<file path="src/rtl/ws2812b_pkg.sv">
// ws2812b_pkg
// Shared definitions for the WS2812B transmitter/receiver pair: receiver
// state encoding, default line timing in clk cycles, and the bit positions
// of the G/R/B fields inside a 24-bit pixel word (MSB is sent first).
package ws2812b_pkg;

  typedef enum logic [1:0] {
    SYNC = 2'd0,
    IDLE = 2'd1,
    HIGH = 2'd2,
    LOW  = 2'd3
  } rx_state_e;

  // Default timing, in clk cycles, shared with the transmitter.
  localparam int T0H   = 20;
  localparam int T1H   = 40;
  localparam int T_BIT = 62;
  localparam int RESET = 2500;

  // GRB field offsets within the 24-bit pixel word.
  localparam int G_MSB = 23;
  localparam int G_LSB = 16;
  localparam int R_MSB = 15;
  localparam int R_LSB = 8;
  localparam int B_MSB = 7;
  localparam int B_LSB = 0;

endpackage

</file>
<file path="src/rtl/ws2812b_rx_sync_2ff.sv">
// sync_2ff
// One-bit two-flop synchronizer for bringing an asynchronous level into the
// clk domain. Both flops reset to 0.
//   clk    : destination clock
//   nreset : asynchronous active-low reset
//   d      : asynchronous input
//   q      : synchronized output (2 clk cycles of latency)
module sync_2ff (
  input  logic clk,
  input  logic nreset,
  input  logic d,
  output logic q
);

  logic meta;

  always_ff @(posedge clk or negedge nreset) begin
    if (!nreset) begin
      meta <= 1'b0;
      q    <= 1'b0;
    end else begin
      meta <= d;
      q    <= meta;
    end
  end

endmodule

</file>
<file path="src/rtl/ws2812b_rx.sv">
// ws2812b_rx
// WS2812B serial-stream decoder. Measures high-pulse widths on the
// synchronized line, assembles 24-bit GRB pixels MSB first and presents each
// one with its position in the chain. A long low gap ends the frame.
//   clk         : system clock
//   nreset      : asynchronous active-low reset
//   din         : serial line, asynchronous to clk
//   address     : index of the presented pixel
//   r, g, b     : decoded colour of the presented pixel
//   pixel_valid : one-cycle strobe, address/r/g/b valid
//   frame_done  : one-cycle strobe on the latch gap
//   error       : one-cycle strobe on any protocol violation
//
// state | meaning
// SYNC  | waiting for a full latch gap before trusting the line
// IDLE  | line low between frames
// HIGH  | measuring a high pulse
// LOW   | measuring the low time after a bit
module ws2812b_rx
  import ws2812b_pkg::*;
#(
  parameter int CNT_BITS     = 12,
  parameter int COUNT_BITS   = 8,
  parameter int MAX_ADDRESS  = 255,
  parameter int MIN_HIGH     = 8,
  parameter int THRESHOLD    = 30,
  parameter int MAX_HIGH     = 60,
  parameter int RESET_CYCLES = RESET
) (
  input  logic                  clk,
  input  logic                  nreset,
  input  logic                  din,
  output logic [COUNT_BITS-1:0] address,
  output logic [7:0]            r,
  output logic [7:0]            g,
  output logic [7:0]            b,
  output logic                  pixel_valid,
  output logic                  frame_done,
  output logic                  error
);

  // One extra bit so the pixel index can sit at MAX_ADDRESS+1 once the
  // chain is full.
  localparam int IDX_BITS = COUNT_BITS + 1;

  localparam logic [CNT_BITS-1:0] MIN_HIGH_C  = CNT_BITS'(MIN_HIGH);
  localparam logic [CNT_BITS-1:0] THRESH_C    = CNT_BITS'(THRESHOLD);
  localparam logic [CNT_BITS-1:0] MAX_HIGH_C  = CNT_BITS'(MAX_HIGH);
  localparam logic [CNT_BITS-1:0] RESET_C     = CNT_BITS'(RESET_CYCLES);
  localparam logic [CNT_BITS-1:0] CNT_ONE     = CNT_BITS'(1);
  localparam logic [IDX_BITS-1:0] MAX_ADDR_C  = IDX_BITS'(MAX_ADDRESS);
  localparam logic [IDX_BITS-1:0] IDX_ONE     = IDX_BITS'(1);

  logic                din_s;
  rx_state_e           state;
  logic [CNT_BITS-1:0] high_cnt;
  logic [CNT_BITS-1:0] low_cnt;
  logic [4:0]          bit_cnt;
  logic [22:0]         shift_reg;
  logic [IDX_BITS-1:0] pix_idx;

  logic [CNT_BITS-1:0] high_inc;
  logic [CNT_BITS-1:0] low_inc;
  logic                bit_in;
  logic [23:0]         pixel_word;

  sync_2ff u_sync (
    .clk    (clk),
    .nreset (nreset),
    .d      (din),
    .q      (din_s)
  );

  assign high_inc   = high_cnt + CNT_ONE;
  assign low_inc    = low_cnt + CNT_ONE;
  assign bit_in     = (high_cnt > THRESH_C);
  // Only 23 earlier bits are kept; the 24th arrives on the falling edge
  // that completes the pixel.
  assign pixel_word = {shift_reg, bit_in};

  always_ff @(posedge clk or negedge nreset) begin
    if (!nreset) begin
      state       <= SYNC;
      high_cnt    <= '0;
      low_cnt     <= '0;
      bit_cnt     <= '0;
      shift_reg   <= '0;
      pix_idx     <= '0;
      address     <= '0;
      r           <= '0;
      g           <= '0;
      b           <= '0;
      pixel_valid <= 1'b0;
      frame_done  <= 1'b0;
      error       <= 1'b0;
    end else begin
      pixel_valid <= 1'b0;
      frame_done  <= 1'b0;
      error       <= 1'b0;

      case (state)
        SYNC: begin
          if (din_s) begin
            low_cnt <= '0;
          end else if (low_inc == RESET_C) begin
            state   <= IDLE;
            low_cnt <= '0;
            bit_cnt <= '0;
            pix_idx <= '0;
          end else begin
            low_cnt <= low_inc;
          end
        end

        IDLE: begin
          // The first high cycle is counted here so that high_cnt equals
          // the pulse width when the falling edge is seen.
          if (din_s) begin
            state    <= HIGH;
            high_cnt <= CNT_ONE;
          end
        end

        HIGH: begin
          if (din_s) begin
            if (high_inc == MAX_HIGH_C) begin
              error   <= 1'b1;
              state   <= SYNC;
              low_cnt <= '0;
              bit_cnt <= '0;
            end else begin
              high_cnt <= high_inc;
            end
          end else if (high_cnt < MIN_HIGH_C) begin
            error   <= 1'b1;
            state   <= SYNC;
            low_cnt <= '0;
            bit_cnt <= '0;
          end else begin
            state     <= LOW;
            low_cnt   <= CNT_ONE;
            shift_reg <= pixel_word[22:0];
            if (bit_cnt == 5'd23) begin
              bit_cnt <= '0;
              if (pix_idx <= MAX_ADDR_C) begin
                address     <= pix_idx[COUNT_BITS-1:0];
                g           <= pixel_word[G_MSB:G_LSB];
                r           <= pixel_word[R_MSB:R_LSB];
                b           <= pixel_word[B_MSB:B_LSB];
                pixel_valid <= 1'b1;
                pix_idx     <= pix_idx + IDX_ONE;
              end else begin
                // Chain full: drop the pixel, index stays at MAX_ADDRESS+1.
                error <= 1'b1;
              end
            end else begin
              bit_cnt <= bit_cnt + 5'd1;
            end
          end
        end

        LOW: begin
          if (din_s) begin
            state    <= HIGH;
            high_cnt <= CNT_ONE;
          end else if (low_inc == RESET_C) begin
            state      <= IDLE;
            low_cnt    <= '0;
            frame_done <= 1'b1;
            error      <= (bit_cnt != 5'd0);
            bit_cnt    <= '0;
            pix_idx    <= '0;
          end else begin
            low_cnt <= low_inc;
          end
        end

        default: state <= SYNC;
      endcase
    end
  end

endmodule

</file>
<file path="config.mk">
export PLATFORM = sky130hd
export DESIGN_NAME = ws2812b_rx
export DESIGN_NICKNAME = d
export VERILOG_FILES = /design/src/rtl/ws2812b_pkg.sv /design/src/rtl/ws2812b_rx_sync_2ff.sv /design/src/rtl/ws2812b_rx.sv
export SDC_FILE = /design/constraint.sdc
export NUM_CORES = 1
export LEC_CHECK = 0
export CORE_UTILIZATION = 65
export CTS_BUF_LIST = sky130_fd_sc_hd__clkbuf_8
export DETAILED_ROUTE_END_ITERATION = 8
export GPL_TIMING_DRIVEN = 0
export PLACE_DENSITY = 0.87
export REMOVE_ABC_BUFFERS = 1
export SETUP_SLACK_MARGIN = 0.1
export SKIP_LAST_GASP = 1
export SYNTH_ARGS = -nofsm -noshare
export SYNTH_HDL_FRONTEND = slang
export SYNTH_SLANG_ARGS = --single-unit
</file>
<file path="constraint.sdc">
create_clock -name clk -period 4.5 [get_ports clk]
set_clock_uncertainty 0.2 [all_clocks]
set_input_delay 1.35 -clock clk [delete_from_list [all_inputs] [get_ports clk]]
set_output_delay 1.35 -clock clk [all_outputs]
set_load 0.1 [all_outputs]
</file>
==> results_dict.tcl, run 1 <==
set metrics [dict create \
    routabilityCongestion 0.860 \
    setup_viol 0 \
    cts_setup_buffers 0 \
    power.density_mw_per_mm2 272 \
    drtIter0Drc 199 \
    finalSetupTns_ns 0 \
    start_util_pct 68.0 \
    antenna_found_initial 0 \
    clkTransAtPathRegs_ns 0.10 \
    slowest_stage "and2_1" \
    tightest_slew_ns 1.13 \
    grt_max_degree 52 \
    htreeDepth 3 \
    rsz0062_at_grt "false" \
    rows 31 \
    die_y_um 89.6 \
    clock_sinks 100 \
    finalMaxSlewViolations 0 \
    ant_nets 0 \
    cp_max_fo 21 \
    fin_util_pct 77.1 \
    vdd_drop_max_uv 284 \
    final.fill_count 447 \
    async_flop_share_pct 100 \
    drive_gt1_share_pct 18.8 \
    io_buffers 37 \
    cts.root.buffer_cell "clkbuf_8" \
    synth_top_area_share_pct 50.2 \
    cts_tree "done" \
    min_period_ns 3.57 \
    drt_wl_total_um 10300 \
    grt-ovfl-total 0 \
    path_buf_inv 2 \
    num_vias 3671 \
    clock_path_buffers 2 \
    die_area_mm2 0.00802 \
    drc 0 \
    crit_chain "nor4_1 -> a31oi_1 -> and2_1 -> nand3b_1 -> buf_8 -> buf_8 -> mux2_2" \
    layout.nets 480 \
    postCtsHoldBufs 0 \
    area_growth_pct 13.4 \
    multi_input_area_mm2 0.00234 \
    yosysSeqAreaShare_pct 50.2 \
    crit_path_start_kind "flip-flop" \
    syn-cell-area_mm2 0.00498 \
    end_kind "flip-flop" \
    cp.arrival_ns 3.64 \
    clock_latency_ns 0.38 \
    cts_resized 0 \
    synth_most_common_cell "dfrtp_1" \
    cts_buffers 9 \
    use_met1_pct 35.3 \
    synthDistinctLibCells 66 \
    drv_cap 0 \
    synth_common_cells "dfrtp_1, mux2_2, nor2_1" \
    busiest_layer "met2" \
    diodes 0 \
    ys_ff_latch 100 \
    first_pass_iters 5 \
    slew_headroom_pct 24.1 \
    regArea_mm2 0.00250 \
    critPathKind "flip-flop to flip-flop" \
    hold_violations 0 \
    ys_top_cells_by_area "dfrtp_1, mux2_2, ha_1" \
    grt_pass1_wl_um 17000 \
    synth_edf_count 0 \
    timing.fmax_mhz 280 \
    avgSynthCellArea_um2 11.5 \
    via_per_inst 6.47 \
    status "finished, final reports clean" \
    grt_util_met3_pct 8.40 \
    critPathTopFamily "simple AND/OR/NAND/NOR gates" \
    avgRoutedWirePerCell_um 18.1 \
    grt_util_met2_pct 46.2 \
    synth_top_area_cell "dfrtp_1" \
    leakage_nw 2.59 \
    ys_warn_count 0 \
    max_stage_delay_ns 0.92 \
    synth_cells 433 \
    core_area_mm2 0.00733 \
    grt_pass1_vias 3547 \
    place_hpwl_um 6680 \
    ios 38 \
    grt_usage_pct 28.1 \
    largest_reg_flops 23 \
    die_w_um 89.6 \
    synth_ff_type "dfrtp_1" \
    cp_common_cell "buf_8" \
    required_ns 4.57 \
    power_mw 1.54 \
    hp-class "flip-flop to flip-flop" \
    fin_crit_sh_pct 79.4 \
]
==> power by group <==
part / internal, mW / switching [mW] / total, mW / leakage (nW)
clock: 0.234 / 0.358 / 0.592 / 0.104
sequential: 0.901 / 0.00652 / 0.908 / 1.39
combinational: 0.0109 / 0.0260 / 0.0368 / 1.09
==> cell families after synthesis <==
family	Yosys count	share of synthesized area, %
xor gates and xnor gates	2	0.352
adders and majority gates	14	3.52
AOI/OAI and AO/OA	101	15.7
buffers and inverters	36	2.84
DFF	100	50.2
and+or+nand+nor	122	14.4
muxes	58	13.0
==> path summary, 6_finish.rpt <==
kind                             startpoint             to  slack [ns]  cells past startpoint
min in group asynchronous            nreset  shift_reg[10]        0.79                      1
max in group asynchronous            nreset           g[2]        2.64                      2
worst max register to register  high_cnt[5]           b[5]        0.93                      7
worst max-delay path            high_cnt[5]           b[5]        0.93                      7
worst min register to register  u_sync.meta       u_sync.q        0.17                      0
worst min-delay path            u_sync.meta       u_sync.q        0.17                      0
==> metrics by stage <==
stage          setup WS, ns  area [µm²]  instances  hold slack, ns
2_1_floorplan          1.26        4900        412           0.131
3_3_place_gp          -1.72        5390        548           0.135
3_5_place_dp           1.02        5450        551           0.140
4_1_cts               0.998        5650        567           0.171
5_1_grt               0.729        5650        567           0.179
6_report              0.928        5650        567           0.170
==> cells in the final DEF, fill, tap and decap left out, drive strengths merged, types with 10 or more instances in the layout <==
| master | Yosys | layout |
|---|---|---|
| a21oi | 14 | 14 |
| and3 | 12 | 12 |
| clkbuf | 17 | 10 |
| clkdlybuf4s50 | 0 | 36 |
| dfrtp | 100 | 100 |
| ha | 14 | 14 |
| inv | 15 | 19 |
| mux2 | 53 | 53 |
| nand2 | 23 | 23 |
| nand3 | 13 | 13 |
| nor2 | 23 | 23 |
| nor3 | 10 | 10 |
| o21ai | 15 | 15 |
==> layout make-up <==
class / instances / share of cell area (%)
Tap cell: 99 / 2.19
Sequential cell: 100 / 44.3
Inverter: 15 / 0.997
Clock inverter: 6 / 1.15
Timing Repair Buffer: 40 / 7.53
Clock buffer: 10 / 2.44
Multi-Input combinational cell: 297 / 41.4
==> layer usage <==
metal / up-vias / routed length, µm
li1: 1701 / -
met5: - / 0
met1: 1832 / 4400
met3: 27 / 578
met4: 0 / 210
met2: 111 / 5090
Power figures use the tool's default switching activity.
==> inputs of run 2 (changes only) <==
CORE_UTILIZATION = 55   (was 65)
PLACE_DENSITY = 0.79   (was 0.87)
clock period = 3.2 ns   (was 4.5 ns; I/O delays follow)
==> results_dict.tcl, run 2 (synthesized netlist as in run 1, its figures left out) <==
set metrics [dict create \
    routabilityCongestion 0.847 \
    rsz0062_at_grt "false" \
    slew_headroom_pct 31.9 \
    place_hpwl_um 6620 \
    clkTransAtPathRegs_ns 0.10 \
    hold_slack_ns 0.157 \
    grt_pass1_wl_um 16900 \
    critPathKind "flip-flop to output port" \
    cts_buffers 9 \
    vdd_drop_max_uv 304 \
    final_common_cell "dfrtp_1" \
    ant_nets 0 \
    rows 34 \
    drtIter0Drc 218 \
    cts_tree "done" \
    finalSetupTns_ns 0 \
    via_per_inst 6.18 \
    drc 0 \
    layout.nets 483 \
    swShare_pct 24.6 \
    seqPwrFrac_pct 60.9 \
    grt_usage_pct 22.0 \
    critPathTopFamily "buffers and inverters" \
    cp.arrival_ns 1.89 \
    regArea_mm2 0.00250 \
    diodes 0 \
    placed_area_mm2 0.00546 \
    final_cell_mix "dfrtp_1, mux2_2, clkdlybuf4s50_1" \
    cts.root.buffer_cell "clkbuf_8" \
    setup_viol 0 \
    timing.fmax_mhz 328 \
    final.fill_count 659 \
    ios 38 \
    avgRoutedWirePerCell_um 16.9 \
    final_cell_area_mm2 0.00569 \
    multi_input_area_mm2 0.00236 \
    io_buffers 37 \
    area_growth_pct 14.3 \
    largest_reg_flops 23 \
    clock_path_buffers 2 \
    num_vias 3573 \
    clkPwrFrac_pct 36.6 \
    drt_wl_total_um 9790 \
    fin_util_pct 65.0 \
    hold_violations 0 \
    end_kind "output port" \
    min_period_ns 3.05 \
    clock_sinks 100 \
    max_stage_delay_ns 1.17 \
    crit-reg2reg-launch "high_cnt[0]" \
    leakage_nw 2.62 \
    drv_cap 0 \
    htreeDepth 3 \
    clock_latency_ns 0.37 \
    die_w_um 97.2 \
    p_int_mw 1.58 \
    status "finished, final reports clean" \
    power_frac_comb_pct 2.5 \
    p_switching_uw 516 \
    grt_max_degree 73 \
    first_pass_iters 5 \
    crit_path_start_kind "flip-flop" \
    power.density_mw_per_mm2 368 \
    antenna_found_initial 0 \
    core_area_mm2 0.00876 \
    die_y_um 97.2 \
    slowest_stage "clkdlybuf4s50_1" \
    crit_chain "clkdlybuf4s50_1" \
    hp-class "flip-flop to flip-flop" \
    critPathLaunch "address[0]" \
    die_area_mm2 0.00944 \
    grt-ovfl-total 0 \
    finalMaxSlewViolations 0 \
    tightest_slew_ns 1.02 \
    start_util_pct 56.9 \
    holdCritStartpoint "u_sync.meta" \
    required_ns 2.04 \
    cp_max_fo 2 \
    path_buf_inv 1 \
    grt_pass1_vias 3565 \
    drive_gt1_share_pct 19.6 \
    fin_crit_sh_pct 95.4 \
]
==> run 2: layout make-up <==
class                   instances  share of cell area [%]
clock buffers                   9                    2.18
clock inverters                 6                    1.01
inverters                      15                   0.989
multi-input cells             297                    41.4
flip-flops and latches        100                    43.9
well taps                     108                    2.37
repair buffers                 43                    8.13
==> run 2: final timing paths <==
path / to / slack (ns) / cells after the start
setup / recovery: address[0] / 0.15 / 1
hold reg to reg: u_sync.q / 0.16 / 0
setup reg to reg: high_cnt[8] / 0.24 / 6
hold / removal: u_sync.q / 0.16 / 0
max in group asynchronous: pix_idx[3] / 1.82 / 2
min in group asynchronous: high_cnt[7] / 0.30 / 1
==> run 2: metal layers <==
metal	global-route usage (%)	part of all wire, %
met1	28.9	46
met2	35.3	47
met3	5.25	5.6
met4	8.38	1.5
met5	0	0
==> run 2: stage by stage <==
| step | setup WS [ns] | power [mW] | std cells |
|---|---|---|---|
| finish | 0.149 | 2.09 | 578 |
| global route | 0.103 | 2.17 | 578 |
| CTS | 0.118 | 2.12 | 575 |
| detailed placement | -0.543 | 1.35 | 560 |
| global placement | -2.69 | 1.35 | 557 |
| floorplan | -0.0400 | 1.32 | 412 |
==> run 2: repair_timing <==
action                                  4_1_cts  5_1_grt
resized for setup                             4        1
setup buffers                                 0        3
hold buffers                                  0        0
endpoints found under the setup margin       44       39
pin swaps                                     0        2
==> run 2: power groups by stage <==
stage	Sequential (mW)	Clock (mW)	Combinational, mW
global placement	1.30	0	0.0488
global route	1.28	0.827	0.0604
detailed placement	1.30	0	0.0537
finish	1.28	0.767	0.0519
floorplan	1.30	0	0.0182
CTS	1.28	0.787	0.0540
